**src/rtl/nop_meta_pkg.sv**
```systemverilog
// nop_meta_pkg: shared widths, metadata beat layout and window FSM states for the NOP metadata decoder.
package nop_meta_pkg;
  localparam int META_W   = 10;
  localparam int REGION_W = 4;
  localparam int COUNT_W  = 6;
  typedef struct packed {
    logic [REGION_W-1:0] region;
    logic [COUNT_W-1:0]  count;
  } nop_meta_t;
  typedef enum logic {IDLE, ACTIVE} state_e;
endpackage

```
**src/rtl/nop_meta_fifo.sv**
```systemverilog
// nop_meta_fifo: DEPTH-entry synchronous FIFO with flush; ports clk, reset (async high), flush, push, pop, wdata, rdata (head), full, empty.
module nop_meta_fifo import nop_meta_pkg::*; #(
  parameter int DEPTH = 4,
  parameter int W     = META_W
) (
  input  logic         clk,
  input  logic         reset,
  input  logic         flush,
  input  logic         push,
  input  logic         pop,
  input  logic [W-1:0] wdata,
  output logic [W-1:0] rdata,
  output logic         full,
  output logic         empty
);
  localparam int AW = $clog2(DEPTH);
  logic [W-1:0]  mem_q [DEPTH];
  logic [AW-1:0] wptr_q, rptr_q;
  logic [AW:0]   cnt_q;
  always_ff @(posedge clk or posedge reset) begin
    if (reset) begin
      wptr_q <= '0;
      rptr_q <= '0;
      cnt_q  <= '0;
    end else if (flush) begin
      wptr_q <= '0;
      rptr_q <= '0;
      cnt_q  <= '0;
    end else begin
      if (push) wptr_q <= wptr_q + 1'b1;
      if (pop) rptr_q <= rptr_q + 1'b1;
      cnt_q <= cnt_q + {{AW{1'b0}}, push} - {{AW{1'b0}}, pop};
    end
  end
  always_ff @(posedge clk) begin
    if (push) mem_q[wptr_q] <= wdata;
  end
  assign rdata = mem_q[rptr_q];
  assign full  = cnt_q == (AW+1)'(DEPTH);
  assign empty = cnt_q == '0;
endmodule

```
**src/rtl/nop_meta_decoder.sv**
```systemverilog
// nop_meta_decoder: buffers NOP metadata beats and opens a protection window (region, cycle count) per entry.
// Ports: clk, reset (async high), stall_decode, flush, meta_valid, meta[META_W-1:0] in;
//        win_active, win_region[3:0], win_remaining[5:0], fifo_full, fifo_empty, drop_pulse out;
//        drop_count[7:0] out only when NOP_META_DROP_CNT_EN is defined.
module nop_meta_decoder #(
  parameter int DEPTH  = 4,
  parameter int META_W = 10
) (
  input  logic              clk,
  input  logic              reset,
  input  logic              stall_decode,
  input  logic              flush,
  input  logic              meta_valid,
  input  logic [META_W-1:0] meta,
  output logic              win_active,
  output logic [3:0]        win_region,
  output logic [5:0]        win_remaining,
  output logic              fifo_full,
  output logic              fifo_empty,
  output logic              drop_pulse
`ifdef NOP_META_DROP_CNT_EN
  , output logic [7:0]      drop_count
`endif
);
  import nop_meta_pkg::*;
  state_e      state_q, state_d;
  logic [3:0]  region_q, region_d;
  logic [5:0]  rem_q, rem_d;
  logic        drop_q;
  logic        full, empty, fire, pop, push, drop;
  logic [META_W-1:0] head_raw;
  nop_meta_t   head;
  nop_meta_fifo #(.DEPTH(DEPTH), .W(META_W)) u_fifo (
    .clk(clk), .reset(reset), .flush(flush), .push(push), .pop(pop),
    .wdata(meta), .rdata(head_raw), .full(full), .empty(empty)
  );
  assign head = head_raw;
  assign fire = meta_valid && !stall_decode && !flush;
  // Pop when idle, or on the last window cycle so the next window follows without a gap.
  assign pop  = !flush && !empty && (state_q == IDLE || (!stall_decode && rem_q == 6'd1));
  assign push = fire && (!full || pop);
  assign drop = fire && full && !pop;
  always_comb begin
    state_d  = state_q;
    region_d = region_q;
    rem_d    = rem_q;
    if (flush) begin
      state_d  = IDLE;
      region_d = '0;
      rem_d    = '0;
    end else if (pop) begin
      state_d  = head.count != '0 ? ACTIVE : IDLE;
      region_d = head.count != '0 ? head.region : '0;
      rem_d    = head.count;
    end else if (state_q == ACTIVE && !stall_decode) begin
      rem_d    = rem_q - 6'd1;
      state_d  = rem_q == 6'd1 ? IDLE : ACTIVE;
      region_d = rem_q == 6'd1 ? '0 : region_q;
    end
  end
  always_ff @(posedge clk or posedge reset) begin
    if (reset) begin
      state_q  <= IDLE;
      region_q <= '0;
      rem_q    <= '0;
      drop_q   <= 1'b0;
    end else begin
      state_q  <= state_d;
      region_q <= region_d;
      rem_q    <= rem_d;
      drop_q   <= drop;
    end
  end
`ifdef NOP_META_DROP_CNT_EN
  logic [7:0] dcnt_q;
  always_ff @(posedge clk or posedge reset) begin
    if (reset) dcnt_q <= '0;
    else if (drop && dcnt_q != 8'hFF) dcnt_q <= dcnt_q + 8'd1;
  end
  assign drop_count = dcnt_q;
`endif
  assign win_active    = state_q == ACTIVE;
  assign win_region    = region_q;
  assign win_remaining = rem_q;
  assign fifo_full     = full;
  assign fifo_empty    = empty;
  assign drop_pulse    = drop_q;
endmodule

```
**config.mk**
```make
export PLATFORM = sky130hd
export DESIGN_NAME = nop_meta_decoder
export DESIGN_NICKNAME = d
export VERILOG_FILES = /design/src/rtl/nop_meta_pkg.sv /design/src/rtl/nop_meta_fifo.sv /design/src/rtl/nop_meta_decoder.sv
export SDC_FILE = /design/constraint.sdc
export NUM_CORES = 1
export LEC_CHECK = 0
export ABC_AREA = 1
export CAP_MARGIN = 25
export CORE_MARGIN = 2
export CORE_UTILIZATION = 40
export DETAILED_ROUTE_END_ITERATION = 6
export MAX_ROUTING_LAYER = met4
export PLACE_DENSITY = 0.63
export SLEW_MARGIN = 20
export SYNTH_ARGS = -nofsm -noshare
export SYNTH_HDL_FRONTEND = slang
export SYNTH_SLANG_ARGS = --single-unit
```
**constraint.sdc**
```tcl
create_clock -name clk -period 5.35 [get_ports clk]
set_input_delay 1.605 -clock clk [delete_from_list [all_inputs] [get_ports clk]]
set_output_delay 1.605 -clock clk [all_outputs]
set_load 0.02 [all_outputs]
```
Word level (Yosys, flattened, before mapping)
Memory sizes are Yosys's and may differ from the RTL's.
Index checks and enable logic that the tools add are counted.

operators by class
  divide/modulo/power cells = 0
  magnitude comparators = 0
  equal/unequal tests = 2
  multiply operators = 0
  $add $sub $neg = 5
  reductions and logical operators = 23
  bitwise logic cells = 1
  muxes and demuxes = 20
  shift operators = 0

operators with widths
  cell                   number
  $mux W4                5
  $mux W6                3
  $logic_and A1 B1 Y1    9
  $mux W2                4
  $mux W1                7
  $eq A6 B1 Y1 const B   1
  $reduce_bool A3 Y1     2
  $reduce_bool A6 Y1     1
  $sub A6 B1 Y6 const B  1
  $logic_not A1 Y1       5
  $add A2 B1 Y2 const B  2
  $reduce_bool A2 Y1     2
  $add A3 B1 Y3          1
  $eq A3 B3 Y1 const B   1
  $logic_not A3 Y1       1
  $mux W3                1
  $sub A3 B1 Y3          1
  $logic_or A1 B1 Y1     2
  $reduce_and A2 Y1      1
  $not A1 Y1             1

word-level totals
  ROM bits = 0
  output and inout port bits = 14
  latch bits = 0
  bits in registers = 19
  bits of input ports = 15
  memories = 1
  bits in writable memories = 40

memories
  memory        words  width  rd ports  clocked after Yosys merged registers in  write ports  RTL line             source
  u_fifo.mem_q  4      10     1         0                                        1            nop_meta_fifo.sv:17  logic [W-1:0] mem_q [DEPTH];

Logic depth before layout (Yosys ltp)
  word-level depth = 9
  mapped depth = 13
  gate-level depth less buffers = 13

By module
From an unflattened synthesis, not the netlist that was laid out.

unflattened totals
  cells, all modules = 280
  area, all modules = 2917.8 µm²

modules (own cells, without submodules)
  module            area an instance (µm²)  cells an instance  instances
  nop_meta_fifo     2072.0                  170                1
  nop_meta_decoder  845.8                   110                1

Worst setup path after synthesis
No wires, ideal clock.

  path kind = input to register
  start = in stall_decode
  end = reg u_fifo.cnt_q[2]
  data required time = 5232 ps
  cell stages on the path = 12
  library setup time = 118 ps
  path slack = 2081 ps
  arrival = 3151 ps
  cell sequence = inv_1 > nand4_1 > nand2_2 > nand2_8 > inv_2 > ha_1 > inv_1 > ha_1 > inv_1 > fa_1 > xor2_1 > nor2_1

on the way
  cells in the longest elaborated chain, start to end = 9

ends and longest elaborated chain
  item                  RTL line                                        source
  from (decl)           nop_meta_decoder.sv:11                          input logic stall_decode,
  $logic_not A1 Y1 (*)  nop_meta_decoder.sv:38, nop_meta_decoder.sv:40
  $logic_and A1 B1 Y1   nop_meta_decoder.sv:40                          assign pop = !flush && !empty && (state_q == IDLE || (!stall_decode && rem_q == 6'd1));
  $logic_or A1 B1 Y1    nop_meta_decoder.sv:40
  $logic_and A1 B1 Y1   nop_meta_decoder.sv:40
  $logic_or A1 B1 Y1    nop_meta_decoder.sv:41                          assign push = fire && (!full || pop);
  $logic_and A1 B1 Y1   nop_meta_decoder.sv:41
  $add A3 B1 Y3         nop_meta_fifo.sv:32                             cnt_q <= cnt_q + {{AW{1'b0}}, push} - {{AW{1'b0}}, pop};
  $sub A3 B1 Y3 (*)     nop_meta_fifo.sv:32
  $mux W3 (*)           nop_meta_fifo.sv:25                             end else if (flush) begin
  to (signal assigned)  nop_meta_fifo.sv:32
  to (decl)             nop_meta_fifo.sv:19                             logic [AW:0] cnt_q;

Mark *: on every way between the ends. The rest lies on a longest branch, timed or not.
A chain may end at the register's enable or synchronous reset.

Final worst setup path
  start = in flush
  end = mem u_fifo.mem_q[2][8] (netlist bit), enable pin

on the way
  cells in the longest elaborated chain, start to end = 7

ends and longest elaborated chain
  item                               RTL line                                        source
  from (decl)                        nop_meta_decoder.sv:12                          input logic flush,
  $logic_not A1 Y1 (*)               nop_meta_decoder.sv:38, nop_meta_decoder.sv:40
  $logic_and A1 B1 Y1 (2 in a row)   nop_meta_decoder.sv:40
  $logic_or A1 B1 Y1                 nop_meta_decoder.sv:41
  $logic_and A1 B1 Y1 (*)            nop_meta_decoder.sv:41
  $mux W1 (*)                        nop_meta_fifo.sv:36                             if (push) mem_q[wptr_q] <= wdata;
  $mux W1 (implied by the code) (*)  nop_meta_fifo.sv:36
  to (decl)                          nop_meta_fifo.sv:17

Marked as above.

==> reports/results.ini <==
[run_status]
outcome=finished, final reports clean

[cts]
insertion_delay_ns=0.35
cts_tree=done
clk_pin_slew_ns=0.07
cts_sinks=59
root_buffer=clkbuf_8
htree_levels=3
hold_buffers=0
clockBufferDepth=2
cts_resized=0
cts_buffers=9
post_cts_buffers=0

[place]
place_area_um2=3090
gp_congestion=0.858
dp_cells=363
place_ws_ns=1.44
hpwl_um=3900
portBuffers=28

[floorplanning]
initial_utilization_pct=41.0
die_h_um=87.0
die-area_um2=7560
chipWidth_um=87.0
core_area_um2=6720
io_pins=29
core.rowCount=30

[detailed_routing]
drt-initial-drc-count=134
drc_errors=0
dr.pass1.iters=4
antenna_left=0
via_per_inst=4.82
routedWlPerCell_um=14.4
drt_wl_total_um=5450
num_vias=1827

[min_path]
hold_path_startpoint=win_region[3]
min_path_type=reg2reg
hold_depth=2
holdPathEnd=win_region[3]

[pwr]
peakVddDrop_mv=0.182
p_sw_w=0.000594
pwr-share-comb_pct=34.5
clkPwrFrac_pct=27.7
leakagePower_nw=1.37
internal_power_w=0.00105
swShare_pct=36.2
pwr-share-seq_pct=37.8
power_density_nw_per_um2=495

[job]
drv_cap=0

[layout]
area_delta_synth_final_pct=20.4
insertedDiodeCount=0
layout.cells.non_filler=379
final_util_pct=49.3
final_nets=318
drive_gt1_share_pct=10.0
design_area_um2=3320

[sta]
hold_violations=0
rsz0062_at_grt=false
finalSetupViolCount=0
tightest_slew_ns=0.816
relSlewSlack_pct=45.4
drv_slew=0
fin_tns_setup_ns=0
skew_ns=0.0111
post-route-period-util_pct=65.7
layout_min_cycle_time_ns=3.51
fmax_ghz=0.285
fin_ws_ns=1.84

[worst_setup_path]
cp_max_fo=12
worstPathCellList=clkdlybuf4s50_1 -> inv_1 -> nand3_1 -> inv_1 -> nand2_4 -> nor2_1
critical_path_class=in2reg
worst-path-buf-inv=3
r2r-start=win_remaining[1]
critPathArrivalTime_ns=3.49
timing.rr.end=u_fifo.cnt_q[2]
cp.depth=6
reg2reg_depth=13
cpPeakStageDelay_ns=0.63
cp_common_cell=inv_1
reg2reg_slack_ns=2.95
crit_slowest_cell=nor2_1
cp_top_family=buffers and inverters
cp.required_ns=5.33
cp-end-kind=register
start_kind=input pin

[synthesis]
synth.top_cell.area_share_pct=43.6
synth-seq-cells=59
seq_area_frac_synth_pct=60.9
yosys.area.top_type=edfxtp_1
syn_inst=262
syn-num-nets=286
yosys-top-cells-area=edfxtp_1, dfrtp_1, nand2_1
syn_area_per_cell_um2=10.5
synth_cell_types=28
yosys_warnings=0
syn_area_um2=2750

[grt]
grt_pass1_wl_um=8930
overflow=0
grt_antenna_before_repair=0
grt_usage_pct=16.4
grt_pass1_vias=1859
grt_max_degree=23

## layer usage
metal  part of all wire (%)  GRT usage, %  wire length [µm]
met4                    1.6          7.67                87
met1                     48          21.8              2620
met3                    5.0          4.74               273
met2                     45          23.2              2470
met5                      0             -                 0
## power groups by stage
stage / combinational (W) / clock, W / sequential, W
after floorplan: 0.000366 / 0 / 0.000649
final: 0.000566 / 0.000455 / 0.000619
after CTS: 0.000571 / 0.000463 / 0.000620
after global placement: 0.000567 / 0 / 0.000628
after global routing: 0.000632 / 0.000487 / 0.000629
after detailed placement: 0.000568 / 0 / 0.000629
## cell usage after synthesis, drive strengths merged
| cell type | number |
|---|---|
| nand2 | 72 |
| edfxtp | 40 |
| inv | 27 |
| nand3 | 27 |
| nor2 | 24 |
| dfrtp | 19 |
| o21ai | 14 |
| ha | 8 |
| nand4 | 8 |
| buf | 7 |
| o22ai | 4 |
| xnor2 | 4 |
| xor2 | 3 |
| a21oi | 1 |
| fa | 1 |
| nand3b | 1 |
| nor3 | 1 |
| nor3b | 1 |
## area by class of cell
type / count / area [µm²]
clock buffer: 9 / 124
clock inverter: 7 / 100
fill: 602 / 3400
inverter: 27 / 104
multi-input combinational: 169 / 931
sequential: 59 / 1680
tap: 80 / 100
timing repair buffer: 28 / 280
## stage by stage
stage	total power (W)	hold slack, ns
after floorplan	0.00102	0.518
after global placement	0.00119	0.513
after detailed placement	0.00120	0.522
after CTS	0.00165	0.533
after global routing	0.00175	0.559
final	0.00164	0.527
## sequential cells by signal, indices dropped and copies added (netlist names)
| signal | cells |
|---|---|
| win_region | 4 |
| u_fifo.cnt_q | 3 |
| u_fifo.rptr_q | 2 |
| drop_pulse | 1 |
| win_active | 1 |
| u_fifo.wptr_q | 2 |
| win_remaining | 6 |
| u_fifo.mem_q | 40 |
## cell usage in the layout, fill, tap and decap left out, types with 2 or more instances in the layout
cell type        instances
clkinvlp_4               3
xor2_1                   3
nor2_1                  21
clkbuf_8                 9
o21ai_0                 10
inv_2                    3
bufinv_16                2
clkdlybuf4s50_1         28
nand2_1                 67
nand2_4                  3
o22ai_1                  4
xnor2_1                  4
inv_1                   23
ha_1                     8
nand3_1                 27
nand4_1                  8
dfrtp_1                 19
o21ai_1                  4
edfxtp_1                40
## worst max path at each step
stage | start | endpoint
global route | flush | u_fifo.mem_q[0][6]
floorplan | stall_decode | u_fifo.cnt_q[2]
detailed placement | flush | u_fifo.mem_q[0][5]
finish | flush | u_fifo.mem_q[2][8]
global placement | flush | u_fifo.mem_q[0][0]
CTS | flush | u_fifo.mem_q[0][6]
## tightest hold or removal path, delay by kind of cell, from the launching register on
kind	cells	cell delay, ns
buffers and inverters	1	0.05
flip-flops	1	0.38
AO/OA/AOI/OAI	1	0.05
## logic make-up (layout without fill, tap and decap cells)
logic type | Yosys count | in the layout | synth area share, %
AO/OA/AOI/OAI | 19 | 19 | 3.63
XOR/XNOR | 7 | 7 | 2.23
adder cells (fa/ha/maj) | 9 | 9 | 4.36
buffers and inverters | 34 | 71 | 5.32
flip-flops | 59 | 59 | 60.9
AND/OR/NAND/NOR | 134 | 134 | 23.6
No activity file was read; power rests on OpenSTA's default activity.
==> variant: new RTL, same settings <==
Add a define of `NOP_META_DROP_CNT_EN`.
--- a/src/rtl/nop_meta_decoder.sv
+++ b/src/rtl/nop_meta_decoder.sv
@@ -2,6 +2,8 @@
 // Ports: clk, reset (async high), stall_decode, flush, meta_valid, meta[META_W-1:0] in;
 //        win_active, win_region[3:0], win_remaining[5:0], fifo_full, fifo_empty, drop_pulse out;
 //        drop_count[7:0] out only when NOP_META_DROP_CNT_EN is defined.
+`define NOP_META_DROP_CNT_EN
+
 module nop_meta_decoder #(
   parameter int DEPTH  = 4,
   parameter int META_W = 10
Check against the original RTL (old outputs only; new: drop_count): equivalent (Yosys induction, for registers that start in step).
==> variant against the original RTL <==
- routed wire length grew 12%
- sequential cell count grew 8
- die area grew 16%
- sequential power grew 12%
- worst setup slack lost 230 ps
- area after synthesis grew 17%
- power grew 6.0%
- via count grew 21%
- cell area grew 16%
==> variant: results (changes against the original RTL) <==
[worst_setup_path] setup slack of the worst register-to-register path 2800 ps [was 2950 ps]
[power] Pwr Density 451 nW/um^2 [was 495 nW/um^2]
[global_routing] maximum number of pins on one net before global-route repair 25 [was 23]
[sta] relative max-transition margin 0.361 [was 0.454]
[detailed_routing] routed via count 2,215 [was 1,827]
[global_routing] wire length of the first global-routing pass 10.2 mm [was 8.93 mm]
[sta] Hold WS 528 ps [was 527 ps]
[synthesis] post-synthesis adder-cell area fraction 0.0413 [was 0.0436]
[hold_path] hold wc startpoint drop_count[0] [was win_region[3]]
[power] clk pwr 0.415 mW [was 0.455 mW]
[worst_setup_path] highest net fanout along the worst path 16 [was 12]
[layout] final instance count without filler cells 464 [was 379]
[placement] count of port buffers added during placement 36 [was 28]
[synthesis] top post-synthesis cells by area sky130_fd_sc_hd__edfxtp_1 (37%), sky130_fd_sc_hd__dfrtp_1 (21%), sky130_fd_sc_hd__nand2_1 (8.5%) [was sky130_fd_sc_hd__edfxtp_1 (44%), sky130_fd_sc_hd__dfrtp_1 (17%), sky130_fd_sc_hd__nand2_1 (9.1%)]
[hold_path] Worst Hold Path Cells 1 [was 2]
[global_routing] met2 usage 0.228 [was 0.232]
[synthesis] compound-gate portion of the synthesized area 0.0565 [was 0.0363]
[outcome] result of the run completed [unchanged]
[global_routing] M1 GR Usage 0.213 [was 0.218]
[placement] Detail Placement HPWL 4.33 mm [was 3.90 mm]
[placement] Placed Area 3660 sq um [was 3090 sq um]
[synthesis] area share of xor/xnor cells in the synthesized design 0.0273 [was 0.0223]
[detailed_routing] per-cell routed wire length 13.2 microns [was 14.4 microns]
[power] Static Leak 1.58 nW [was 1.37 nW]
[global_routing] via count of the first global-routing pass 2,104 [was 1,859]
[placement] number of placed cells counting well taps 448 [was 363]
[global_routing] M3 GR Usage 0.0500 [was 0.0474]
variant: cell types whose count changed after synthesis, sizes merged, moves of 2 or more:
cell,change
nand2,+9
a21oi,+2
inv,+10
nor2,+4
nand3,+3
or2,+2
nor3,+2
xnor2,+3
dfrtp,+8
o21ai,+9
clkbuf,+2
variant: how the worst max path moves through the flow:
stage	from	to	slack, ps
after floorplan	stall_decode	u_fifo.cnt_q[2]	2010
after global placement	flush	u_fifo.cnt_q[2]	1340
after detailed placement	flush	u_fifo.cnt_q[2]	1280
after CTS	flush	u_fifo.cnt_q[2]	1640
after global routing	flush	u_fifo.cnt_q[2]	1400
final	flush	u_fifo.cnt_q[2]	1610
variant: final cells by class:
cell class              count  area, sq um
well taps                 102          128
clock inverters             7         73.8
inverters                  37          139
multi-input cells         205         1140
fillers                   681         3910
repair buffers             37          375
flip-flops and latches     67         1880
clock buffers               9          124
